File: src/rtl/fetch_unit_pkg.sv
// -----------------------------------------------------------------------------
// fetch_unit_pkg
// Shared definitions for the instruction fetch unit and its queues.
//   INST_NOP          : instruction shown on inst_IF while nothing is buffered
//   RESET_PC_DEFAULT  : default first fetch address after reset
//   QDEPTH_DEFAULT    : default in-flight + buffered capacity
//   QDEPTH_MAX        : largest supported capacity
//   CNT_W             : width of every occupancy / drop counter
//   fetch_entry_t     : one buffered instruction {pc, inst}
// -----------------------------------------------------------------------------
package fetch_unit_pkg;

  localparam logic [31:0] INST_NOP         = 32'h0000_0013;
  localparam logic [31:0] RESET_PC_DEFAULT = 32'h0000_0000;
  localparam int          QDEPTH_DEFAULT   = 2;
  localparam int          QDEPTH_MAX       = 4;
  localparam int          CNT_W            = $clog2(QDEPTH_MAX + 1);

  typedef struct packed {
    logic [31:0] pc;
    logic [31:0] inst;
  } fetch_entry_t;

  // Redirect targets are forced onto a word boundary.
  function automatic logic [31:0] word_align(input logic [31:0] addr);
    return {addr[31:2], 2'b00};
  endfunction

endpackage

File: src/rtl/fetch_fifo.sv
// -----------------------------------------------------------------------------
// fetch_fifo
// Small synchronous FIFO used for both the in-flight tag queue and the output
// instruction queue of fetch_unit.
//   clk, rst   : clock, synchronous active-high reset (control state only)
//   push       : write push_data (ignored when full unless popping too)
//   pop        : drop the head entry (ignored when empty)
//   flush      : empty the queue; wins over push/pop in the same cycle
//   head_data  : current head entry (valid when !empty)
//   count      : number of stored entries
//   empty      : count == 0
// Parameters: DEPTH (1..QDEPTH_MAX), DATA_W (entry width).
// -----------------------------------------------------------------------------
module fetch_fifo
  import fetch_unit_pkg::*;
#(
  parameter int DEPTH  = 2,
  parameter int DATA_W = 32
) (
  input  logic              clk,
  input  logic              rst,
  input  logic              push,
  input  logic [DATA_W-1:0] push_data,
  input  logic              pop,
  input  logic              flush,
  output logic [DATA_W-1:0] head_data,
  output logic [CNT_W-1:0]  count,
  output logic              empty
);

  localparam int               PTR_W   = (DEPTH > 1) ? $clog2(DEPTH) : 1;
  localparam logic [PTR_W-1:0] LAST    = PTR_W'(DEPTH - 1);
  localparam logic [CNT_W-1:0] DEPTH_C = CNT_W'(DEPTH);

  logic [DATA_W-1:0] mem [DEPTH];
  logic [PTR_W-1:0]  wr_ptr;
  logic [PTR_W-1:0]  rd_ptr;
  logic              full;
  logic              do_push;
  logic              do_pop;

  // Pointers wrap explicitly so non-power-of-two depths work.
  function automatic logic [PTR_W-1:0] bump(input logic [PTR_W-1:0] p);
    return (p == LAST) ? '0 : p + 1'b1;
  endfunction

  assign empty     = (count == '0);
  assign full      = (count == DEPTH_C);
  assign do_pop    = pop && !empty;
  assign do_push   = push && (!full || do_pop);
  assign head_data = mem[rd_ptr];

  always_ff @(posedge clk) begin
    if (rst || flush) begin
      wr_ptr <= '0;
      rd_ptr <= '0;
      count  <= '0;
    end else begin
      if (do_push) wr_ptr <= bump(wr_ptr);
      if (do_pop)  rd_ptr <= bump(rd_ptr);
      case ({do_push, do_pop})
        2'b10:   count <= count + 1'b1;
        2'b01:   count <= count - 1'b1;
        default: count <= count;
      endcase
    end
  end

  always_ff @(posedge clk) begin
    if (do_push) mem[wr_ptr] <= push_data;
  end

endmodule

File: src/rtl/fetch_unit.sv
// -----------------------------------------------------------------------------
// fetch_unit
// Instruction fetch stage: issues sequential word addresses to instruction
// memory, tracks in-flight requests, buffers in-order responses and presents
// them to the IF/ID register. Taken branches from ID redirect the fetch PC and
// discard every response still in flight.
// Ports:
//   clk, rst                      : clock, synchronous active-high reset
//   pc_en_if                      : hazard-unit enable (0 = stall, hold output)
//   branch_id, branch_target_id   : redirect request and target from ID
//   imem_req_valid/ready/addr     : instruction memory request channel
//   imem_rsp_valid/data           : in-order response channel, no backpressure
//   inst_valid_IF, inst_IF, pc_IF : instruction presented to IF/ID
//   perf_fetch_cnt, perf_bubble_cnt : only with FETCH_PERF_CNT_EN defined
// Parameters: RESET_PC, QDEPTH (1..4, in-flight + buffered capacity).
// Optional build macro: FETCH_PERF_CNT_EN adds the two performance counters.
// -----------------------------------------------------------------------------
module fetch_unit
  import fetch_unit_pkg::*;
#(
  parameter logic [31:0] RESET_PC = RESET_PC_DEFAULT,
  parameter int          QDEPTH   = QDEPTH_DEFAULT
) (
  input  logic        clk,
  input  logic        rst,
  input  logic        pc_en_if,
  input  logic        branch_id,
  input  logic [31:0] branch_target_id,
  output logic        imem_req_valid,
  input  logic        imem_req_ready,
  output logic [31:0] imem_req_addr,
  input  logic        imem_rsp_valid,
  input  logic [31:0] imem_rsp_data,
  output logic        inst_valid_IF,
  output logic [31:0] inst_IF,
  output logic [31:0] pc_IF
`ifdef FETCH_PERF_CNT_EN
  ,
  output logic [31:0] perf_fetch_cnt,
  output logic [31:0] perf_bubble_cnt
`endif
);

  if (QDEPTH < 1 || QDEPTH > QDEPTH_MAX) begin : g_bad_qdepth
    $error("fetch_unit: QDEPTH out of range 1..4");
  end

  localparam logic [CNT_W:0] QDEPTH_C = (CNT_W + 1)'(QDEPTH);

  logic               redirect;
  logic               issue;
  logic               rsp_pop;
  logic               rsp_drop;
  logic               rsp_vld_p0;
  logic               deq;
  logic [31:0]        pc_req;
  logic [31:0]        pc_hold;
  logic [31:0]        tag_head;
  logic [CNT_W-1:0]   tag_cnt;
  logic [CNT_W-1:0]   out_cnt;
  logic [CNT_W-1:0]   drop_cnt;
  logic [CNT_W:0]     occ;
  logic               tag_empty;
  logic               out_empty;
  fetch_entry_t       out_in;
  fetch_entry_t       out_head;

  // Stall has priority: a branch seen while pc_en_if=0 is ignored.
  assign redirect = branch_id && pc_en_if;
  assign occ      = {1'b0, tag_cnt} + {1'b0, out_cnt};

  // ---- issue stage: request address and in-flight tag queue ----
  assign imem_req_valid = !rst && (occ < QDEPTH_C) && !redirect;
  assign imem_req_addr  = pc_req;
  assign issue          = imem_req_valid && imem_req_ready;

  always_ff @(posedge clk) begin
    if (rst)           pc_req <= RESET_PC;
    else if (redirect) pc_req <= word_align(branch_target_id);
    else if (issue)    pc_req <= pc_req + 32'd4;
  end

  fetch_fifo #(
    .DEPTH  (QDEPTH),
    .DATA_W (32)
  ) u_tag_q (
    .clk       (clk),
    .rst       (rst),
    .push      (issue),
    .push_data (pc_req),
    .pop       (rsp_pop),
    .flush     (1'b0),
    .head_data (tag_head),
    .count     (tag_cnt),
    .empty     (tag_empty)
  );

  // ---- response stage: pair data with its tag, or discard stale ones ----
  // A response landing in the redirect cycle is already counted as in flight,
  // so it is removed from the drop count as it is discarded here.
  assign rsp_pop    = imem_rsp_valid && !tag_empty;
  assign rsp_drop   = redirect || (drop_cnt != '0);
  assign rsp_vld_p0 = rsp_pop && !rsp_drop;
  assign out_in     = '{pc: tag_head, inst: imem_rsp_data};

  always_ff @(posedge clk) begin
    if (rst)
      drop_cnt <= '0;
    else if (redirect)
      drop_cnt <= tag_cnt - CNT_W'(rsp_pop);
    else if (rsp_pop && (drop_cnt != '0))
      drop_cnt <= drop_cnt - 1'b1;
  end

  // ---- output stage: registered instruction queue towards IF/ID ----
  assign deq = pc_en_if && !out_empty && !redirect;

  fetch_fifo #(
    .DEPTH  (QDEPTH),
    .DATA_W ($bits(fetch_entry_t))
  ) u_out_q (
    .clk       (clk),
    .rst       (rst),
    .push      (rsp_vld_p0),
    .push_data (out_in),
    .pop       (deq),
    .flush     (redirect),
    .head_data (out_head),
    .count     (out_cnt),
    .empty     (out_empty)
  );

  // pc_IF keeps showing the last presented address while the queue is empty.
  always_ff @(posedge clk) begin
    if (rst)             pc_hold <= RESET_PC;
    else if (!out_empty) pc_hold <= out_head.pc;
  end

  assign inst_valid_IF = !out_empty;
  assign inst_IF       = out_empty ? INST_NOP : out_head.inst;
  assign pc_IF         = out_empty ? pc_hold  : out_head.pc;

`ifdef FETCH_PERF_CNT_EN
  always_ff @(posedge clk) begin
    if (rst) begin
      perf_fetch_cnt  <= '0;
      perf_bubble_cnt <= '0;
    end else begin
      if (deq)                   perf_fetch_cnt  <= perf_fetch_cnt + 32'd1;
      if (pc_en_if && out_empty) perf_bubble_cnt <= perf_bubble_cnt + 32'd1;
    end
  end
`endif

endmodule

File: config.mk
export PLATFORM = sky130hd
export DESIGN_NAME = fetch_unit
export DESIGN_NICKNAME = d
export VERILOG_FILES = /design/src/rtl/fetch_unit_pkg.sv /design/src/rtl/fetch_fifo.sv /design/src/rtl/fetch_unit.sv
export SDC_FILE = /design/constraint.sdc
export NUM_CORES = 1
export LEC_CHECK = 0
export BUFFER_PORTS_ARGS = -buffer_cell sky130_fd_sc_hd__buf_2
export CAP_MARGIN = 0
export CORE_AREA = 2 2 126 159
export DETAILED_ROUTE_END_ITERATION = 8
export DIE_AREA = 0 0 128 161
export GPL_TIMING_DRIVEN = 0
export PLACE_DENSITY = 0.84
export SLEW_MARGIN = 20
export SYNTH_ARGS = -nofsm -noshare
export SYNTH_HDL_FRONTEND = slang
export SYNTH_SLANG_ARGS = --single-unit
export TNS_END_PERCENT = 30
File: constraint.sdc
create_clock -name clk -period 5.95 [get_ports clk]
set_input_delay 1.19 -clock clk [delete_from_list [all_inputs] [get_ports clk]]
set_output_delay 1.19 -clock clk [all_outputs]
set_load 0.05 [all_outputs]
# Word-level counts from Yosys, hierarchy flattened
# Memories as Yosys holds them, arrays and structs flattened. A register that Yosys moved wholly into a read port is not among the register bits.
# Index checks and enable logic that the tools add are counted.
[totals]
reg_bits = 77
latch_bits = 0
ramBits = 192
mem_bits_ro = 0
input_bits = 70
word_cells = 83
n_memories = 2
[classes]
addsub = 12
mul = 0
div_mod_pow = 0
n_lt_le_gt_ge = 1
eq_ne = 6
n_shift = 0
n_mux = 20
bitwise_logic = 0
n_reduce_logical = 32
[memory_table]
columns = ["name", "words", "word_bits", "read_ports", "rd_ports_with_merged_regs", "write_ports", "line_no", "text"]
rows = [
  ["u_out_q.mem", 2, 64, 1, 1, 1, "fetch_fifo.sv:35", "logic [DATA_W-1:0] mem [DEPTH];"],
  ["u_tag_q.mem", 2, 32, 1, 1, 1, "fetch_fifo.sv:35", ""],
]
[op_table]
columns = ["cell", "count"]
rows = [
  ["32-bit two-way mux", 4],
  ["32-bit by 3-bit adder with 32-bit output, second input constant", 1],
  ["1-bit logical AND", 13],
  ["1-bit two-way mux", 12],
  ["3-bit case mux with 2 select lines", 2],
  ["3-bit by 1-bit subtractor with 3-bit output, second input constant", 3],
  ["2-bit nonzero test", 4],
  ["1-bit zero test", 7],
  ["3-bit by 1-bit adder with 3-bit output, second input constant", 2],
  ["3-bit by 2-bit == test with 1-bit output, second input constant", 2],
  ["3-bit zero test", 2],
  ["3-bit two-way mux", 2],
  ["1-bit adder, second input constant", 4],
  ["3-bit by 3-bit adder with 4-bit output", 1],
  ["2-bit by 1-bit == test with 1-bit output, second input constant", 2],
  ["2-bit == test, second input constant", 2],
  ["1-bit logical OR", 4],
  ["4-bit by 2-bit less-than comparator with 1-bit output, second input constant", 1],
  ["3-bit nonzero test", 1],
  ["3-bit by 1-bit subtractor with 3-bit output", 1],
  ["2-bit OR reduction", 1],
]

# Longest topological paths before layout
# Gate-level depths: netlist of the first run.
[depth]
depth_word = 9
depth_mapped = 12
ltp_nobuf = 10

# Modules after synthesis
# A second synthesis of the first run with hierarchy kept.
[unflattened]
hier_cells = 768
hier_area_um2 = 11094.4
[modules_own_cells]
columns = ["mod", "n_inst", "cells_per_inst", "area_per_inst_um2", "seq_area_each_um2"]
rows = [
  ["fetch_fifo (u_out_q)", 1, 233, 4934.7, 3963.8],
  ["fetch_unit", 1, 401, 3530.9, 1301.2],
  ["fetch_fifo (u_tag_q)", 1, 134, 2628.8, 2042.0],
]

# Worst setup path after synthesis of the first run
# Ideal clock, no wire load.
[synth_timing]
path_type = "input to register"
startpoint = "in imem_rsp_valid"
endpoint = "mem u_out_q.mem[0][0] (netlist name), enable pin"
t_arrival_ns = 4.930
t_required_ns = 5.460
setup_slack_ns = 0.530
cell_stages = 4
path_cell_list = "clkbuf_1 o31ai_2 nor4_1 nor2b_1"
[synth_via]
elab_chain_cells = 5
[synth_rtl]
columns = ["element", "line_no", "text"]
rows = [
  ["start, declared", "fetch_unit.sv:32", "input logic imem_rsp_valid,"],
  ["1-bit logical AND", "fetch_unit.sv:101", "assign rsp_pop = imem_rsp_valid && !tag_empty;"],
  ["1-bit logical AND", "fetch_unit.sv:103", "assign rsp_vld_p0 = rsp_pop && !rsp_drop;"],
  ["1-bit logical AND", "fetch_fifo.sv:50", "assign do_push = push && (!full || do_pop);"],
  ["1-bit two-way mux", "fetch_fifo.sv:70", "if (do_push) mem[wr_ptr] <= push_data;"],
  ["1-bit two-way mux (implied by the code)", "fetch_fifo.sv:70", ""],
  ["end, declared", "fetch_fifo.sv:35", ""],
]
# Every way passes these cells.

# Worst setup path after layout of the first run
[layout_timing]
startpoint = "reg u_out_q.count[0]"
endpoint = "out inst_IF[16]"
[layout_via]
elab_chain_cells = 2
[layout_rtl]
columns = ["element", "line_no", "text"]
rows = [
  ["start, declared", "fetch_fifo.sv:27", "output logic [CNT_W-1:0] count,"],
  ["start signal, assigned", "fetch_fifo.sv:62", "2'b10: count <= count + 1'b1;"],
  ["start signal, assigned", "fetch_fifo.sv:63", "2'b01: count <= count - 1'b1;"],
  ["start signal, assigned", "fetch_fifo.sv:64", "default: count <= count;"],
  ["3-bit zero test", "fetch_fifo.sv:47", "assign empty = (count == '0);"],
  ["32-bit two-way mux", "fetch_unit.sv:140", "assign inst_IF = out_empty ? INST_NOP : out_head.inst;"],
  ["end, declared", "fetch_unit.sv:35", "output logic [31:0] inst_IF,"],
]
# Every way passes these cells.

==> summary.md, run 1 <==
| Metric | Value |
|---|---|
| Resize count post-CTS | 0 |
| Peak VDD IR | 211 uV |
| Grt ovf | 0 |
| Design area | 0.0126 sq mm |
| Synth Area in Compound Gates | 0.0622 |
| Multi-input gate area | 0.00327 sq mm |
| Worst hold start | imem_req_addr[5] |
| Pins Over Slew Limit | 0 |
| Adder-cell share of the synthesized area | 0.0140 |
| Dominant cell type by area after synthesis | edfxtp_1 |
| I/O pins | 168 |
| Fin Hold WS | 523 ps |
| Via Count | 6921 |
| Gr usage total | 0.219 |
| Cell with the most instances after synthesis | edfxtp_1 |
| Slew HR | 0.425 |
| Antenna diodes | 0 |
| Vias/cell | 5.55 |
| Number of global-route vias before repair | 6875 |
| Total power | 4160 uW |
| CTS Root Cell | clkbuf_16 |
| Max clock buf depth | 3 |
| Cells after DPL | 1202 |
| Final WL | 22.8 mm |
| Chip width | 128 um |
| Clock buffer count from CTS | 24 |
| CTS tree | yes |
| DRT iter0 DRCs | 398 |
| Final Setup Violations | 0 |
| Util after Layout | 0.659 |
| Power Density | 330 mW/mm^2 |
| Clock-pin slew on the worst setup and hold paths | 70 ps |
| Fin crit period | 4450 ps |
| Yosys reg bits | 261 |
| DIE AREA | 0.0206 sq mm |
| Post-route DRC | 0 |
| Avg WL per Cell | 18.3 um |
| Sequential Power Share | 0.502 |
| Switching Fraction | 0.256 |
| Global-route wire length before repair | 35.6 mm |
| Number of synthesized flops with an enable pin | 184 |
| Avg Inst Size Synth | 13.3 sq um |
| Clock skew | 19.3 ps |
| Comb pwr share | 0.127 |
| Status | finished clean |
| Async S/R FF share, synth | 0 |
| Synth Flop Type | edfxtp_1 |
| HP Class | flop to flop |
| Synth Area in Simple Gates | 0.116 |
| Setup bufs post-CTS | 0 |
| Clock Sinks | 261 |
| Largest net degree at the start of global routing | 42 |
| Worst setup startpoint | u_out_q.count[0] |
| Max Cap Viol | 0 |
| Slew @ Worst Pin | 854 ps |
| FF/Latch Area | 0.00707 sq mm |
| Ys Warns | 0 |
| Cell-internal power | 3090 uW |
| GP Congestion | 0.911 |
| Final Non-Filler Cells | 1246 |
| Area Growth Syn to Fin | 19.2% |
| Layout cells sized above 1 | 0.253 |
| Post-synth cell types | 46 |
| Mux share of post-synthesis cell area | 0.0918 |
| Share of the synthesized area in the top cell type | 0.523 |
| Number of core rows | 57 |
| Largest family of logic cells by synthesized area | simple AND/OR/NAND/NOR gates |
| Starting density of the core | 0.552 |
| Crit Path Max Fanout | 10 |
| Port bufs | 162 |
| Final hold violations | 0 |
| Fillcell total | 1389 |
| Share of power burned in the clock network | 0.371 |
| Worst EP required | 4760 ps |
| Post-route antenna net violation count | 0 |
| Mapped cell area | 0.0106 sq mm |
| Die Ht | 161 um |
| Startpoint Class | flop |
| Hpwl dp | 15.8 mm |
| Arr. time, crit path | 3260 ps |
| Final net count | 1072 |
| Area post-placement | 0.0118 sq mm |
| Final cycle utilization of the critical path | 0.748 |
| XOR/XNOR Fraction of Synth Area | 0.0232 |
| RSZ-0062 raised after global routing | no |
| Post-Syn Instances | 795 |
| Antenna violations before repair | 0 |
| Top post-synthesis cells by area | edfxtp_1 (52%), dfxtp_1 (15%), mux2i_1 (5.9%) |
| Synth cell count leaders | edfxtp_1 (184), nor2_1 (83), dfxtp_1 (77), mux2i_1 (62), nand2_1 (52) |
| Core area | 0.0191 sq mm |
| Class of the most critical setup path | flop to output pin |
| Later-pin clock latency in the skew report | 520 ps |
| Post-CTS Hold Fix Bufs | 0 |
| Worst Setup End Kind | output pin |
| P_sw | 1060 uW |
| Maximum operating frequency | 0.225 GHz |
| Initial DRT Pass Iterations | 5 |
| H-tree Lvls | 1 |
| Lkg Pwr | 0.00451 uW |
| Register area share after synthesis | 0.669 |
| Critical R2R Launch | u_tag_q.count[0] |
logic make-up (layout without fill, tap and decap cells):
| kind of cell | Yosys count | count (layout) |
|---|---|---|
| AOI/OAI and AO/OA | 96 | 96 |
| other | 1 | 2 |
| xor gates and xnor gates | 28 | 28 |
| DFF | 261 | 261 |
| adders and majority gates | 10 | 10 |
| and+or+nand+nor | 247 | 247 |
| muxes | 93 | 93 |
| buffers and inverters | 59 | 273 |
power by group through the flow:
stage	sequential [uW]	clock, uW	combinational, uW
after floorplan	2160	0	328
final	2090	1540	529
after CTS	2080	1560	529
after global placement	2120	0	502
after global routing	2090	1630	568
after detailed placement	2120	0	524
worst max-delay path: stages (launching register included):
cell      delay, ps
dfxtp_1         300
buf_2           160
nor3_1          520
clkbuf_1        520
clkbuf_1        480
buf_1           430
nor2_1          110
buf_2           230
flip-flops by register name (all words and copies together) (netlist names), named ones only:
register        flops
u_out_q.mem       124
pc_hold            32
u_tag_q.rd_ptr      1
drop_cnt            3
u_out_q.rd_ptr      1
imem_req_addr      30
u_tag_q.count       3
u_out_q.wr_ptr      1
u_tag_q.wr_ptr      1
u_tag_q.mem        60
u_out_q.count       3
final cells by class:
type,instances,share of cell area
inverter,12,0.00358
buffer,47,0.0156
multi-input combinational,476,0.260
timing repair buffer,170,0.0726
sequential,261,0.561
clock inverter,12,0.00934
clock buffer,32,0.0543
tap,236,0.0235
worst paths after layout:
path | end | slack [ps] | cells past startpoint
max | inst_IF[16] | 1500 | 7
min | u_tag_q.mem[0][5] | 520 | 0
max reg2reg | u_tag_q.count[2] | 2170 | 11
min reg2reg | u_tag_q.mem[0][5] | 520 | 0
layout by cell type, fill, tap and decap left out, drive strengths merged, types with 3 or more instances in the layout:
cell / count
and3: 3
a311oi: 11
o31ai: 11
nand2b: 4
and4: 3
nor3: 4
or4: 10
nand4: 13
xor2: 17
fa: 3
buf: 181
mux2: 31
and2: 9
o21ai: 35
xnor2: 11
nand2: 52
nor2: 84
mux2i: 62
inv: 12
dfxtp: 77
nand3: 13
edfxtp: 184
a21oi: 6
clkbuf: 68
ha: 7
or3: 3
clkinv: 9
a211oi: 25
nor4: 9
nor2b: 36
through the flow:
step                      worst slack (ps)  setup TNS, ps
after floorplan                        530              0
after global placement               -1180        -103610
after detailed placement              2090              0
after CTS                             1440              0
after global routing                  1350              0
final                                 1500              0
metal layers:
layer / wire (um) / track usage
met1: 9120 / 0.268
met2: 12000 / 0.395
met5: 0 / 0
met3: 1130 / 0.0301
met4: 600 / 0.0774
Note: power is estimated with default switching activity, not from simulation.
==> run 2: changes to the inputs <==
Settings changed: CORE_AREA 2 2 126 159 to 2 2 132 166, DIE_AREA 0 0 128 161 to 0 0 134 168, PLACE_DENSITY 0.84 to 0.81.
Clock period 5.95 ns to 3.7 ns, I/O delays scaled along.
==> run 2 against run 1 <==
Against the previous run:
- clock skew shrank 11 ps
- sequential power up 60%
- routed wire length is 0.36% higher
- core utilization fell by 5.9 points
- cell count grew 3.0%
- global-route usage fell by 2.1 points
- combinational power up 62%
- worst hold slack lost 110 ps
- clock power rose by 60%
==> summary.md, run 2 (synthesis gave the netlist of run 1 again) <==
| Metric | Value |
|---|---|
| Slowest CP cell | dfxtp_1 |
| Critical path's top delay family | compound AO/OA/AOI/OAI gates |
| Worst setup startpoint | u_tag_q.count[0] |
| Gr usage total | 0.197 |
| Number of global-route vias before repair | 6796 |
| Worst Setup End Kind | flop |
| Post-route DRC | 0 |
| DRT iter0 DRCs | 445 |
| Worst EP required | 4110 ps |
| Most common cell after layout, fill and taps aside | edfxtp_1 |
| Slew @ Worst Pin | 828 ps |
| Fin crit period | 3590 ps |
| Hpwl dp | 16.0 mm |
| DIE AREA | 0.0225 sq mm |
| CTS tree | yes |
| Max Cap Viol | 0 |
| Status | finished clean |
| Final setup TNS | 0 ps |
| Clock Sinks | 261 |
| Post-route antenna net violation count | 0 |
| Lkg Pwr | 0.00452 uW |
| Port bufs | 162 |
| Antenna diodes | 0 |
| Final WL | 22.9 mm |
| Global-route wire length before repair | 35.2 mm |
| Chip width | 134 um |
| Pins Over Slew Limit | 0 |
| Final Setup Violations | 0 |
| Top Registers | u_out_q.mem (124), u_tag_q.mem (60), pc_hold (32) |
| Later-pin clock latency in the skew report | 510 ps |
| Final hold violations | 0 |
| Fin Hold WS | 417 ps |
| Via Count | 6956 |
| H-tree Lvls | 1 |
| RSZ-0062 raised after global routing | no |
| Crit-path max cell delay | 420 ps |
| Worst hold start | imem_rsp_data[26] |
| Avg WL per Cell | 17.9 um |
| Final cycle utilization of the critical path | 0.969 |
| Initial DRT Pass Iterations | 5 |
| Crit Path Max Fanout | 10 |
| Peak VDD IR | 341 uV |
| I/O pins | 168 |
| Maximum operating frequency | 0.279 GHz |
| Fillcell total | 1635 |
| Power Density | 528 mW/mm^2 |
| Vias/cell | 5.42 |
| Die Ht | 168 um |
| Post-CTS Hold Fix Bufs | 0 |
| Design area | 0.0127 sq mm |
| Arr. time, crit path | 3990 ps |
| Starting density of the core | 0.500 |
| HP Class | primary input to flop |
| Antenna violations before repair | 0 |
| Max reg flops | 124 |
| Critical path buffer and inverter count | 2 |
| Class of the most critical setup path | flop to flop |
| Layout cells sized above 1 | 0.261 |
| Most frequent cells in the layout | edfxtp_1 (184), buf_2 (168), nor2_1 (83) |
| CTS Root Cell | clkbuf_16 |
| Core area | 0.0211 sq mm |
| Final net count | 1068 |
| Grt ovf | 0 |
| Max clock buf depth | 3 |
| Slew HR | 0.443 |
| Total power | 6680 uW |
| Critical-path cell list | buf_2, nand2_1, fa_1, a311o_1, a211o_1, buf_2, nor2_4, nor2_1, fa_1, o31ai_1, mux2_2 |
| Biggest register | u_out_q.mem |
| Clock-pin slew on the worst setup and hold paths | 60 ps |
| Area Growth Syn to Fin | 19.8% |
| GP Congestion | 0.905 |
| Clock buffer count from CTS | 24 |
| Clock skew | 8.39 ps |
| Area post-placement | 0.0118 sq mm |
| Number of core rows | 60 |
| Startpoint Class | flop |
| Largest net degree at the start of global routing | 44 |
| Critical R2R Launch | u_tag_q.count[0] |
==> run 2: where the power goes <==
group	switching (uW)	internal [uW]	leakage, uW
logic	602	254	0.00182
clock network	1020	1450	0.000388
registers	78.7	3280	0.00231
total	1700	4980	0.00452
==> run 2: per-layer routing <==
layer,share of wire,vias up,GRT usage,wire length (um)
met5,0,-,0,0
li1,-,3301,-,-
met4,0.038,0,0.0870,863
met3,0.067,62,0.0307,1540
met2,0.51,253,0.353,11700
met1,0.38,3340,0.234,8790
==> run 2: worst paths after layout <==
path / slack [ps] / endpoint / cells past startpoint
setup reg to reg: 110 / u_tag_q.count[2] / 11
hold reg to reg: 540 / u_tag_q.mem[1][31] / 0
setup / recovery: 110 / u_tag_q.count[2] / 11
hold / removal: 420 / u_out_q.mem[1][26] / 1
==> run 2: cell type report <==
class | instances | area (sq um) | area share
clock buffers | 30 | 644 | 0.0509
inverters | 12 | 45.0 | 0.00356
plain buffers | 46 | 204 | 0.0161
repair buffers | 167 | 908 | 0.0718
well taps | 279 | 349 | 0.0276
flip-flops and latches | 261 | 7070 | 0.559
multi-input cells | 476 | 3280 | 0.260
clock inverters | 13 | 148 | 0.0117
==> run 2: repair_timing <==
action	CTS	global route
endpoints found under the setup margin	40	35
setup buffers	0	0
gates resized for setup	6	7
==> run 2: through the flow <==
| step | cells | setup WS, ps | utilization |
|---|---|---|---|
| after floorplan | 796 | -112 | - |
| after global placement | 1237 | -1210 | 0.556 |
| after detailed placement | 1242 | -14.6 | 0.562 |
| after CTS | 1285 | 44.7 | 0.599 |
| after global routing | 1284 | 6.13 | 0.600 |
| final | 1284 | 113 | 0.600 |
